<file path="src/rtl/reg_wb_arbiter.sv">
// Writeback arbiter for the register file write port: round-robin between the ALU (A)
// and load (B) result paths, preceded by an optional zero-fill of registers 1..N-1.
module reg_wb_arbiter #(
  parameter int DATA_WIDTH = 32,
  parameter int ADDR_WIDTH = 5,
  parameter bit INIT_EN    = 1'b1
) (
  input  logic                  clk,
  input  logic                  rst,
  input  logic                  a_valid,
  output logic                  a_ready,
  input  logic [ADDR_WIDTH-1:0] a_addr,
  input  logic [DATA_WIDTH-1:0] a_data,
  input  logic                  b_valid,
  output logic                  b_ready,
  input  logic [ADDR_WIDTH-1:0] b_addr,
  input  logic [DATA_WIDTH-1:0] b_data,
  output logic                  rf_wen,
  output logic [ADDR_WIDTH-1:0] rf_waddr,
  output logic [DATA_WIDTH-1:0] rf_wdata,
  output logic                  init_done
);

  localparam logic [ADDR_WIDTH-1:0] LAST_ADDR = '1;

  typedef enum logic {ST_INIT, ST_RUN} state_t;

  state_t                state_q, state_d;
  logic [ADDR_WIDTH-1:0] cnt_q, cnt_d;
  logic                  a_pref_q, a_pref_d;
  logic                  wen_d;
  logic [ADDR_WIDTH-1:0] waddr_d;
  logic [DATA_WIDTH-1:0] wdata_d;
  logic                  done_d;
  logic                  grant_a, grant_b;

  // Handshake: a write transfers in any cycle where valid and ready are both high at
  // the posedge; ready depends only on the two valids, the state and the rr pointer.
  always_comb begin
    grant_a = 1'b0;
    grant_b = 1'b0;
    if (state_q == ST_RUN) begin
      grant_a = a_valid & (~b_valid | a_pref_q);
      grant_b = b_valid & (~a_valid | ~a_pref_q);
    end
  end

  assign a_ready = grant_a;
  assign b_ready = grant_b;

  always_comb begin
    state_d  = state_q;
    cnt_d    = cnt_q;
    a_pref_d = a_pref_q;
    wen_d    = 1'b0;
    waddr_d  = rf_waddr;
    wdata_d  = rf_wdata;
    done_d   = init_done;
    case (state_q)
      ST_INIT: begin
        wen_d   = 1'b1;
        waddr_d = cnt_q;
        wdata_d = '0;
        cnt_d   = cnt_q + ADDR_WIDTH'(1);
        if (cnt_q == LAST_ADDR) begin
          state_d = ST_RUN;
          done_d  = 1'b1;
        end
      end
      ST_RUN: begin
        // Register 0 is hardwired; its writes are accepted but never reach the port.
        if (grant_a) begin
          a_pref_d = 1'b0;
          if (a_addr != '0) begin
            wen_d   = 1'b1;
            waddr_d = a_addr;
            wdata_d = a_data;
          end
        end else if (grant_b) begin
          a_pref_d = 1'b1;
          if (b_addr != '0) begin
            wen_d   = 1'b1;
            waddr_d = b_addr;
            wdata_d = b_data;
          end
        end
      end
      default: state_d = ST_RUN;
    endcase
  end

  always_ff @(posedge clk) begin
    if (rst) begin
      state_q   <= INIT_EN ? ST_INIT : ST_RUN;
      cnt_q     <= ADDR_WIDTH'(1);
      a_pref_q  <= 1'b1;
      rf_wen    <= 1'b0;
      rf_waddr  <= '0;
      rf_wdata  <= '0;
      init_done <= ~INIT_EN;
    end else begin
      state_q   <= state_d;
      cnt_q     <= cnt_d;
      a_pref_q  <= a_pref_d;
      rf_wen    <= wen_d;
      rf_waddr  <= waddr_d;
      rf_wdata  <= wdata_d;
      init_done <= done_d;
    end
  end

endmodule

</file>
<file path="config.mk">
export PLATFORM = sky130hd
export DESIGN_NAME = reg_wb_arbiter
export DESIGN_NICKNAME = d
export VERILOG_FILES = /design/src/rtl/reg_wb_arbiter.sv
export SDC_FILE = /design/constraint.sdc
export NUM_CORES = 1
export LEC_CHECK = 0
export BUFFER_PORTS_ARGS = -buffer_cell sky130_fd_sc_hd__buf_2
export CORE_MARGIN = 10
export CORE_UTILIZATION = 26
export DETAILED_ROUTE_END_ITERATION = 10
export PLACE_DENSITY = 0.5
export SLEW_MARGIN = 10
export SYNTH_ARGS = -nofsm -noshare
export SYNTH_HDL_FRONTEND = slang
export SYNTH_SLANG_ARGS = --single-unit
</file>
<file path="constraint.sdc">
create_clock -name clk -period 3.55 [get_ports clk]
set_clock_uncertainty 0.1 [all_clocks]
set_input_delay 0.71 -clock clk [delete_from_list [all_inputs] [get_ports clk]]
set_output_delay 0.71 -clock clk [all_outputs]
set_load 0.01 [all_outputs]
</file>
* After elaboration in Yosys (flattened, before gate mapping)
Index checks and enable logic that the tools add are counted.
** Word-level totals
- Input bits :: 78
- Output and inout port bits :: 41
- Logic and storage cells :: 47
- Register bits :: 46
** Operators by class
- Reductions and logical operators :: 6
- Add/sub/neg operators :: 1
- Bitwise operators :: 8
- Equal/unequal tests :: 4
- Multiplexer cells :: 21
** Operators with widths (count)
- 2-to-1 mux 32 bit :: 4
- one-hot mux 32 bit (2 select lines) :: 1
- 2-to-1 mux 5 bit :: 4
- 2-to-1 mux 1 bit :: 10
- one-hot mux 5 bit (2 select lines) :: 1
- nonzero test 5 bit :: 2
- != test 3 x 2 -> 1 bit (second input constant) :: 2
- adder 5 x 1 -> 5 bit (second input constant) :: 1
- equality test 5 bit (second input constant) :: 1
- inverter 1 bit :: 4
- AND reduction 2 bit :: 2
- != test 3 bit (second input constant) :: 1
- AND reduction 3 bit :: 1
- AND 1 bit :: 2
- bitwise OR 1 bit :: 2
- one-hot mux 1 bit (2 select lines) :: 1
- nonzero test 2 bit :: 1

* Longest topological paths before layout
Gate-level depths: netlist of the first run.
- Depth after elaboration :: 7
- Depth in mapped cells :: 6
- Gate-level depth less buffers :: 5

* Worst setup path after synthesis of the first run
No wires, ideal clock.
- Path kind :: input to output
- Start point :: input b_valid
- End point :: output b_ready
- Arrival time :: 1.356 ns
- Buffers on the path :: 1
- Slack :: 1.384 ns
- Required time :: 2.740 ns
- Cell stages on the path :: 4
- Cell sequence :: nand2_1 -> a21o_1 -> clkbuf_1 -> inv_1
** Between the ends
- Longest elaborated chain between the ends :: 2
** Ends and longest elaborated chain
- start: declaration :: RTL line 14 : input logic b_valid,
- AND 1 bit :: RTL line 44 : grant_b = b_valid & (~a_valid | ~a_pref_q);
- 2-to-1 mux 1 bit :: RTL line 42 : if (state_q == ST_RUN) begin
- end: declaration :: RTL line 15 : output logic b_ready,
Every way passes these cells.

* Worst setup path in the final report of the first run
- Start point :: register state_q
- End point :: output b_ready
** Between the ends
- Longest elaborated chain between the ends :: 1
** Ends and longest elaborated chain
- start: declaration :: RTL line 28 : state_t state_q, state_d;
- start signal: assignment :: RTL line 94 : state_q <= INIT_EN ? ST_INIT : ST_RUN;
- start signal: assignment :: RTL line 102 : state_q <= state_d;
- 2-to-1 mux 1 bit :: RTL line 42
Every way passes these cells.

==> impl_results.md, run 1 <==
- Fmax: between 0.3 and 0.4 GHz
- Largest net degree at the start of global routing: 33
- Die height: ~110 µm
- Status: complete, no violations
- Die W: 111 µm
- Total track usage: a little under an eighth
- Crit-path max cell delay: slightly below 0.6 ns
- Fin crit share: 72.5%
- Crit path arrival time: 1.76 ns
- Vias per inst: 5.04
- Vias: 2088
- Leak: 1.32 nW
- Reg2reg start: state_q
- Hold Path Stages: 2
- Synth Area per Inst: approximately 11 µm²
- Slew HR: between 50% and 60%
- Min-Delay Endpoint: init_done
- RSZ-0062 raised after global routing: no
- CP bufs+invs: 3
- Max-Cap Viols: 0
- Hold path start: init_done
- Ant. Diodes: 0
- Crit start category: register
- Global route overflow: 0
- Slowest CP cell: dfxtp_1
- Yosys reg bits: 46
- Fin Setup TNS: 0 ns
- Placer Congestion: ~0.76
- Total power: 0.000955 W
- CTS sink cnt: 46
- Cells after Synth: 198
- Area grow syn2layout: 36.2%
- Crit path kind: reg2out
- Setup violations, final: 0
- H-tree levels: 2
- Drt first pass iters: 4
- Worst Reg2Reg Path Length in Cells: 5
- First-pass GRT wire length: roughly 12 mm
- Routed wire length per instance: 18.0 µm
- Placed insts: 408
- Initial antenna violation count: 0
- Net count, final: 390
- Hold-fix buffers, CTS: 0
- Reg2reg setup slack: 1.34 ns
- Port Buf Inserts: ~120
- Synth top area cells: dfxtp_1 43%, o221a_1 16%, o31a_1 14%
- Vias in the first global route: roughly 2.2k
- Final Max Tran Viols: 0
- Root buf cell: clkbuf_8
- Mapped Nets: 278
- Critical Path RT: 2.74 ns
- I/O pins: between 100 and 150
- Worst VDD drop: 0.126 mV
- Final WL: around 7.4 mm
- Post-route ant nets: 0
- CTS Buffer Depth: 2
- CTS Buf Count: 5
- Finished Layout Cells: 414
- Post-layout util: 35.9%
- Register area share after synthesis: 43.0%
- CP max FO: 22
- Tmin final: 2.57 ns
- Core Footprint: 8130 µm²
- Hpwl dp: 5.71 mm
- DR DRC count: 0
- Leading area contributor after synthesis: dfxtp_1
- Post-CTS sizing: 0
- Share of layout cells above drive strength 1: between 40% and 50%
- Clock Latency Late Sink: approximately 0.29 ns
- Area of the mapped netlist: 2140 µm²
- Worst path cell trace: nand2_1, a21o_1, buf_4, inv_1, buf_2
- Synth warn: 0
- R2r endpoint: rf_wdata[17]
- WHS: 0.367 ns
- Row count: 33
- CP delay by family, top: flip-flops
- Starting DRC count in detailed routing: 80
- Full die area: around 12000 µm²
- PwrDens: 327 nW/µm²
- Initial Utilization: a little over a quarter
- Worst slew pin tran: 0.635 ns
- Hold Vio Cnt, Final: 0
- Synth top area share: 43.0%
- Worst setup path start: state_q
- Post CTS Setup Buffer Count: 0
- Unique masters post-synth: 39
- CTS tree: yes
- Worst Setup End Kind: output pin
- Type of the worst min-delay path: reg2reg
- Clk slew on worst S/H paths: 0.08 ns
[where the power goes]
group | total (W) | internal [W] | switching, W
Combinational | 0.000102 | 0.0000487 | 0.0000529
Sequential | 0.000531 | 0.000524 | 0.00000715
Clock | 0.000322 | 0.000151 | 0.000172
[kinds of logic after synthesis]
group | count (synthesis) | synth area share (%)
xor gates and xnor gates | 3 | 1.23
buffers and inverters | 24 | 5.03
and+or+nand+nor | 24 | 6.20
DFF | 46 | 43.0
AOI/OAI and AO/OA | 97 | 42.4
muxes | 2 | 0.935
adders and majority gates | 2 | 1.17
[through the flow]
stage	instance area (µm²)	setup slack, ns
2_1_floorplan	2140	1.38
3_3_place_gp	2830	0.862
3_5_place_dp	2830	0.865
4_1_cts	2920	0.964
5_1_grt	2920	0.813
6_report	2920	0.977
[worst register-to-register path: cells and delay by family (launching register included)]
kind | cells | cell delay [ns]
AO/OA/AOI/OAI | 3 | 0.99
flip-flops | 1 | 0.59
AND/OR/NAND/NOR | 1 | 0.13
buffers and inverters | 1 | 0.35
[worst max-delay path by stage]
stage	to	depth (start not counted)
final	b_ready	5
after global routing	b_ready	5
after CTS	b_ready	5
after detailed placement	rf_wdata[0]	6
after global placement	rf_wdata[0]	6
after floorplan	b_ready	4
[area by class of cell]
class	count	area [µm²]
timing repair buffer	124	648
sequential	46	921
inverter	5	18.8
multi-input combinational	128	1110
fill	856	5220
tap	105	131
clock buffer	6	82.6
[layer usage]
metal	track usage, %	wire [µm]	vias to the layer above
li1	-	-	1028
met3	3.84	460	7
met5	0	0	-
met4	2.86	64	0
met1	14.4	3450	978
met2	17.9	3460	75
[cells in the final DEF, fill, tap and decap left out, types with 2 or more instances in the layout]
master,n
o21ai_0,2
dfxtp_1,46
a21o_1,2
clkbuf_8,6
a22o_1,2
inv_1,5
nor2_1,11
o211a_1,2
nand2_1,2
ha_1,2
a31oi_1,2
o31a_1,34
nand2b_1,2
xor2_1,2
a2111oi_1,2
o211ai_1,2
o221a_2,2
mux2i_1,2
o221a_1,30
a21oi_1,5
buf_2,118
buf_4,5
a211oi_1,3
o21bai_1,2
o21ai_1,2
[cells in the mapped netlist (all sizes together)]
library cell,count
mux2i,2
dfxtp,46
clkbuf,9
a22o,2
or3,1
o211a,2
a211oi,3
buf,10
a21o,2
o21ai,5
o21bai,2
nor3,1
o221a,32
inv,5
nor2,13
a21oi,5
xnor2,1
nor2b,1
o31a,34
o211ai,2
or4,1
a2111oi,3
xor2,2
nand3,1
nand2,2
nand2b,2
ha,2
nand4,1
o311ai,1
a211o,1
a221oi,1
and3,1
a31oi,2
[state kept, by name, indices dropped and copies added, names as in the netlist]
name	cells
init_done	1
rf_wdata	32
rf_waddr	5
state_q	1
a_pref_q	1
rf_wen	1
cnt_q	5
No activity file was read; power rests on OpenSTA's default activity.
==> inputs of run 2 (changes only) <==
==> constraint.sdc (replaced) <==
create_clock -name clk -period 2.55 [get_ports clk]
set_clock_uncertainty 0.1 [all_clocks]
set_input_delay 0.51 -clock clk [delete_from_list [all_inputs] [get_ports clk]]
set_output_delay 0.51 -clock clk [all_outputs]
set_load 0.01 [all_outputs]
==> run 2 against run 1 <==
  * Routed wire length is 1.0% higher
  * First-iteration DRC count up 1.3%
  * Critical path depth down 1
  * Final cell count rose by 1.2%
  * Count of clock-buffer cells in the layout up 1
  * Sequential power rose by 39%
  * Largest cell class unchanged
==> impl_results.md, run 2 (synthesis gave the netlist of run 1 again) <==
- Worst path cell trace: nand2b_1, nand3_1, inv_1, buf_2 (was nand2_1, a21o_1, buf_4, inv_1, buf_2)
- Most frequent cells in the layout: 118 x buf_2, 46 x dfxtp_1, 34 x o31a_1 (unchanged)
- Vias per inst: 4.98 (was 5.04)
- Hpwl dp: 5.72 mm (was 5.71 mm)
- Worst slew pin tran: 0.451 ns (was 0.635 ns)
- Status: complete, no violations (unchanged)
- Share of layout cells above drive strength 1: 45.5% (was 45.3%)
- Full die area: 12300 µm² (unchanged)
- CTS tree: yes (unchanged)
- Root buf cell: clkbuf_8 (unchanged)
- Final WL: 7.51 mm (was 7.44 mm)
- RSZ-0062 raised after global routing: no (unchanged)
- Placed insts: 412 (was 408)
- Worst Reg2Reg Path Length in Cells: 6 (was 5)
- Setup slack after layout: 0.440 ns (was 0.977 ns)
- Hold path start: a_data[20] (was init_done)
- Commonest non-fill, non-tap cell in the layout: buf_2 (unchanged)
- Net count, final: 394 (was 390)
- CP delay by family, top: simple AND/OR/NAND/NOR gates (was flip-flops)
- Port Buf Inserts: 118 (unchanged)
- CTS Buffer Depth: 2 (unchanged)
- Min-Delay Endpoint: rf_wdata[20] (was init_done)
- Reg2reg start: state_q (unchanged)
- Flip-flop count of the largest register after layout: 32 (unchanged)
- CTS sink cnt: 46 (unchanged)
- Post CTS Setup Buffer Count: 0 (unchanged)
- Clk slew on worst S/H paths: 0.08 ns (about the same)
- Hold Vio Cnt, Final: 0 (unchanged)
- Vias in the first global route: 2297 (was 2228)
- Core Footprint: 8130 µm² (unchanged)
- Leak: 1.33 nW (was 1.32 nW)
- R2r endpoint: rf_wdata[14] (was rf_wdata[17])
- Worst Setup End Kind: output pin (unchanged)
- DP Worst Slack: 0.319 ns (was 0.865 ns)
- Largest net degree at the start of global routing: 33 (unchanged)
- Global route overflow: 0 (unchanged)
- Tmin final: 2.11 ns
- Worst VDD drop: 0.221 mV (was 0.126 mV)
- Critical Path RT: 1.94 ns (was 2.74 ns)
- Drt first pass iters: 4 (unchanged)
- Clock Latency Late Sink: 0.29 ns (about the same)
- Initial Utilization: 26.3% (unchanged)
- Setup violations, final: 0 (unchanged)
- CP max FO: 6 (was 22)
- DR DRC count: 0 (unchanged)
- First-pass GRT wire length: 12.2 mm (was 11.7 mm)
- Type of the worst min-delay path: in2reg (was reg2reg)
- Max-Cap Viols: 0 (unchanged)
- Fin Setup TNS: 0 ns (unchanged)
- Crit-path max cell delay: 0.37 ns (was 0.59 ns)
- Placer Congestion: 0.787 (was 0.758)
- Leading registers by flop count: rf_wdata x32, cnt_q x5, rf_waddr x5 (unchanged)
- Slowest CP cell: dfxtp_1 (unchanged)
- Hold-fix buffers, CTS: 0 (unchanged)
- PwrDens: 442 nW/µm² (was 327 nW/µm²)
- CP bufs+invs: 2 (was 3)
- Total track usage: 11.8% (was 11.4%)
- Post-route ant nets: 0 (unchanged)
- Crit path arrival time: 1.50 ns (was 1.76 ns)
- Post-CTS sizing: 0 (unchanged)
- Hold Path Stages: 2 (unchanged)
- Fmax: 0.474 GHz
- H-tree levels: 2 (unchanged)
- Crit start category: register (unchanged)
- I/O pins: 119 (unchanged)
- Final Max Tran Viols: 0 (unchanged)
- Starting DRC count in detailed routing: 81 (was 80)
- Vias: 2086 (was 2088)
- Ant. Diodes: 0 (unchanged)
- CTS Buf Count: 5 (unchanged)
- Crit path kind: reg2out (unchanged)
- Initial antenna violation count: 0 (unchanged)
- Row count: 33 (unchanged)
- Area grow syn2layout: 37.3% (was 36.2%)
- Reg2reg setup slack: 0.71 ns (was 1.34 ns)
- Finished Layout Cells: 419 (was 414)
- Die W: 111 µm (unchanged)
- Die height: 111 µm (unchanged)
- Routed wire length per instance: 17.9 µm (was 18.0 µm)
- Slew HR: 69.8% (was 57.7%)
- Biggest register: rf_wdata (unchanged)
- Fin crit share: between 80% and 90%
[run 2: changes by cell type in the layout (fill, tap and decap cells not counted)]
cell,previous run,this run
clkbuf_1,0,2
buf_4,5,9
clkbuf_8,6,5
[run 2: how the worst max path moves through the flow]
stage / cells past startpoint / to / from / slack, ns
finish: 4 / a_ready / a_pref_q / 0.44
detailed placement: 6 / rf_wdata[14] / b_addr[2] / 0.32
global placement: 6 / rf_wdata[1] / b_addr[2] / 0.36
floorplan: 5 / rf_wdata[10] / a_addr[3] / 0.61
CTS: 4 / a_ready / a_pref_q / 0.45
global route: 4 / a_ready / a_pref_q / 0.32
[run 2: worst reg2reg max path, stage by stage, from the launching register on]
cell     delay [ns]
dfxtp_1        0.43
nand2_1        0.10
a21o_1         0.21
buf_4          0.21
o21ai_2        0.14
buf_4          0.34
o221a_1        0.27
[run 2: area by class of cell]
class / count / area (µm²)
inverter: 5 / 18.8
fill: 840 / 5190
tap: 105 / 131
timing repair buffer: 128 / 678
clock buffer: 7 / 76.3
multi-input combinational: 128 / 1110
sequential: 46 / 921
[run 2: where the power goes]
group / internal (W) / switching (W) / leakage (nW)
clock network: 0.000189 / 0.000230 / 0.0383
logic: 0.0000685 / 0.0000748 / 0.921
registers: 0.000729 / 0.00000962 / 0.372
[run 2: routing by layer]
metal  global-route usage, %  up-vias  routed length (µm)
met5                       0        -                   0
met4                    3.56        0                  58
met3                    3.46        7                 385
met2                    19.3       71                3540
met1                    14.5      969                3530
li1                        -     1039                   -
[run 2: stage by stage]
stage          hold WS [ns]  utilization (%)  power (W)  cell area [µm²]
2_1_floorplan         0.374                -   0.000809             2140
4_1_cts               0.368             36.1    0.00133             2940
3_3_place_gp          0.360             35.2   0.000901             2860
3_5_place_dp          0.362             35.2   0.000901             2860
5_1_grt               0.358             36.1    0.00137             2940
6_report              0.381             36.1    0.00130             2940
==> inputs of run 3 (changes only) <==
--- a/config.mk
+++ b/config.mk
@@ -5,11 +5,12 @@
 export SDC_FILE = /design/constraint.sdc
 export NUM_CORES = 1
 export LEC_CHECK = 0
+export ABC_AREA = 1
 export BUFFER_PORTS_ARGS = -buffer_cell sky130_fd_sc_hd__buf_2
 export CORE_MARGIN = 10
 export CORE_UTILIZATION = 26
 export DETAILED_ROUTE_END_ITERATION = 10
-export PLACE_DENSITY = 0.5
+export PLACE_DENSITY = 0.49
 export SLEW_MARGIN = 10
 export SYNTH_ARGS = -nofsm -noshare
 export SYNTH_HDL_FRONTEND = slang
==> constraint.sdc (replaced) <==
create_clock -name clk -period 1.7 [get_ports clk]
set_clock_uncertainty 0.1 [all_clocks]
set_input_delay 0.34 -clock clk [delete_from_list [all_inputs] [get_ports clk]]
set_output_delay 0.34 -clock clk [all_outputs]
set_load 0.01 [all_outputs]
==> run 3 against run 2 <==
  * Highest routed layer unchanged
  * Count of clock-buffer cells in the layout is the same
  * Area after synthesis grew 19%
  * Non-clock buffer count rose by 9
  * Clock power grew 67%
  * Critical path depth up 1
==> impl_results.md, run 3 <==
- Multi-input gate area: 1330 µm² (was 1110 µm²)
- Placed insts: 664 (was 412)
- Initial antenna violation count: 0 (unchanged)
- Area of the mapped netlist: 2550 µm² (was 2140 µm²)
- Synth warn: 0 (unchanged)
- Mapped Nets: 504 (was 278)
- Critical Path RT: 1.26 ns (was 1.94 ns)
- CTS Buf Count: 5 (unchanged)
- Slowest CP cell: dfxtp_2 (was dfxtp_1)
- RSZ-0062 raised after global routing: no (unchanged)
- Core Footprint: 9680 µm² (was 8130 µm²)
- Global route overflow: 0 (unchanged)
- Flip-flop count of the largest register after layout: 32 (unchanged)
- Sw power: 0.000476 W (was 0.000314 W)
- Ys flop type: dfxtp_1 (unchanged)
- Full die area: 14200 µm² (was 12300 µm²)
- CP bufs+invs: 2 (unchanged)
- Final WL: 8.70 mm (was 7.51 mm)
- Status: complete, no violations (unchanged)
- Register Area: 923 µm² (was 921 µm²)
- CP delay by family, top: simple AND/OR/NAND/NOR gates (unchanged)
- Post-layout util: 35.5% (was 36.1%)
- Most frequent cells in the layout: 149 x nand2_1, 117 x buf_2, 86 x nor2_1 (was 118 x buf_2, 46 x dfxtp_1, 34 x o31a_1)
- Vias in the first global route: 2902 (was 2297)
- Slew HR: 75.4% (was 69.8%)
- Fmax: 0.619 GHz
- Hold path start: rst (was a_data[20])
- Hpwl dp: 6.53 mm (was 5.72 mm)
- Worst Setup End Kind: output pin (unchanged)
- Initial Utilization: 26.4% (was 26.3%)
- DR WL met2: 4.00 mm (was 3.54 mm)
- Placed instance area: 3330 µm² (was 2860 µm²)
- Post-synth EDFFs: 0 (unchanged)
- Starting DRC count in detailed routing: 84 (was 81)
- Leading registers by flop count: rf_wdata x32, cnt_q x5, rf_waddr x5 (unchanged)
- Cells after Synth: 424 (was 198)
- Reg2reg setup slack: 0.19 ns (was 0.71 ns)
- CP max FO: 6 (unchanged)
- Worst path cell trace: inv_2, nand2_2, nand2_2, nor2_4, buf_6 (was nand2b_1, nand3_1, inv_1, buf_2)
- Crit-path max cell delay: 0.35 ns (was 0.37 ns)
- Commonest non-fill, non-tap cell in the layout: nand2_1 (was buf_2)
- Top cell by count, worst path: nand2_2
- Max-Cap Viols: 0 (unchanged)
- Crit path arrival time: 1.18 ns (was 1.50 ns)
- Synth top area cells: dfxtp_1 36%, nand2_1 22%, nor2_1 13% (was dfxtp_1 43%, o221a_1 16%, o31a_1 14%)
- Root buf cell: clkbuf_8 (unchanged)
- Worst Reg2Reg Path Length in Cells: 10 (was 6)
- Ant. Diodes: 0 (unchanged)
- Vias per inst: 4.30 (was 4.98)
- Total power: 0.00200 W (was 0.00130 W)
- Fillcell total: 1107 (was 840)
- Fin Setup TNS: 0 ns (unchanged)
- R2r endpoint: rf_wdata[10] (was rf_wdata[14])
- Net count, final: 620 (was 394)
- Worst slew pin tran: 0.368 ns (was 0.451 ns)
- Clk slew on worst S/H paths: 0.09 ns (was 0.08 ns)
- Met1 WL: 4.13 mm (was 3.53 mm)
- PwrDens: 581 nW/µm² (was 442 nW/µm²)
- Count leader, synth: nand2_1 (was dfxtp_1)
- Routed wire length per instance: 12.9 µm (was 17.9 µm)
- Area grow syn2layout: 34.7% (was 37.3%)
- CTS sink cnt: 46 (unchanged)
- Switching Fraction: 23.8% (was 24.1%)
- Drt first pass iters: 4 (unchanged)
- Top layer in use: met4 (unchanged)
- Most frequent cells after synthesis: 149 x nand2_1, 86 x nor2_1, 46 x dfxtp_1, 43 x inv_1, 39 x nand4_1 (was 46 x dfxtp_1, 34 x o31a_1, 30 x o221a_1, 12 x nor2_1, 9 x clkbuf_1)
- P_int: 0.00152 W (was 0.000987 W)
- Hold Vio Cnt, Final: 0 (unchanged)
- DR DRC count: 0 (unchanged)
- Type of the worst min-delay path: in2reg (unchanged)
- Setup violations, final: 0 (unchanged)
- Crit start category: register (unchanged)
- Synth Area per Inst: 6.03 µm² (was 10.8 µm²)
- Fin crit share: 95.0%
- Die height: 119 µm (was 111 µm)
- Yosys reg bits: 46 (unchanged)
- Comb pwr share: 9.7% (was 11.0%)
- H-tree levels: 2 (unchanged)
- Clock Latency Late Sink: 0.29 ns (about the same)
- Hold-fix buffers, CTS: 0 (unchanged)
- Placer Congestion: 0.851 (was 0.787)
- Register area share after synthesis: 36.0% (was 43.0%)
- Die W: 119 µm (was 111 µm)
- Biggest register: rf_wdata (unchanged)
- Async SR Flop Fraction: 0% (unchanged)
- I/O pins: 119 (unchanged)
- Worst VDD drop: 0.315 mV (was 0.221 mV)
- Vias: 2897 (was 2086)
- CTS tree: yes (unchanged)
- Min-Delay Endpoint: state_q (was rf_wdata[20])
- Share of layout cells above drive strength 1: 28.3% (was 45.5%)
- Reg2reg start: a_pref_q (was state_q)
- Hold Path Stages: 2 (unchanged)
- Flop pwr share: 55.3% (was 56.8%)
- Leak: 1.74 nW (was 1.33 nW)
- First-pass GRT wire length: 14.4 mm (was 12.2 mm)
- Synth top area share: 36.0% (was 43.0%)
- Post-route ant nets: 0 (unchanged)
- Crit path kind: reg2out (unchanged)
- Total track usage: 11.9% (was 11.8%)
- Design Area, Final: 3440 µm² (was 2940 µm²)
- Unique masters post-synth: 20 (was 39)
- Tmin final: 1.62 ns
- Final Max Tran Viols: 0 (unchanged)
- Met3 wire len: 540 µm (was 385 µm)
- CTS Buffer Depth: 2 (unchanged)
- Clock network fraction of total power: 35.0% (was 32.2%)
- Row count: 36 (was 33)
- Largest net degree at the start of global routing: 38 (was 33)
- Port Buf Inserts: 118 (unchanged)
- Finished Layout Cells: 674 (was 419)
- Leading area contributor after synthesis: dfxtp_1 (unchanged)
run 3: layout make-up:
type | instances | share of cell area, %
multi-input cells | 305 | 38.5
repair buffers | 137 | 22.2
clock inverters | 1 | 0.145
flip-flops and latches | 46 | 26.8
clock buffers | 7 | 2.51
well taps | 133 | 4.84
inverters | 45 | 4.91
run 3: routing by layer:
metal / global-route usage, % / up-vias
met4: 1.83 / 0
met1: 15.6 / 1275
li1: - / 1541
met2: 19.2 / 79
met3: 3.50 / 2
met5: 0 / -
run 3: timing repair:
action | in CTS | in global routing
endpoints found under the setup margin | 0 | 1
gates resized for setup | 0 | 3
setup buffers | 0 | 2
run 3: power by group through the flow:
stage	combinational [W]	sequential [W]	clock (W)
2_1_floorplan	0.0000705	0.00113	0
5_1_grt	0.000225	0.00111	0.000785
4_1_cts	0.000197	0.00110	0.000747
6_report	0.000195	0.00110	0.000700
3_3_place_gp	0.000192	0.00113	0
3_5_place_dp	0.000195	0.00113	0
run 3: worst max-delay path by stage:
stage                  start     endpoint  cells past startpoint
global placement     b_valid  rf_wdata[0]                      8
finish              a_pref_q      a_ready                      5
CTS                 a_pref_q      a_ready                      5
detailed placement   b_valid  rf_wdata[0]                      8
global route        a_pref_q      a_ready                      5
floorplan            state_q  rf_waddr[0]                     10
run 3: logic make-up after synthesis:
kind of cell / after synthesis / share of synthesized area (%)
buffers and inverters: 73 / 12.3
adder cells (fa/ha/maj): 2 / 0.979
AO/OA/AOI/OAI: 10 / 2.25
XOR/XNOR: 1 / 0.343
AND/OR/NAND/NOR: 292 / 48.0
flip-flops: 46 / 36.0
run 3: metrics by stage:
step	worst slack (ns)	hold WS (ns)
final	0.0850	0.220
after detailed placement	0.133	0.352
after CTS	0.0223	0.215
after global routing	0.0139	0.213
after floorplan	0.191	0.312
after global placement	0.159	0.350
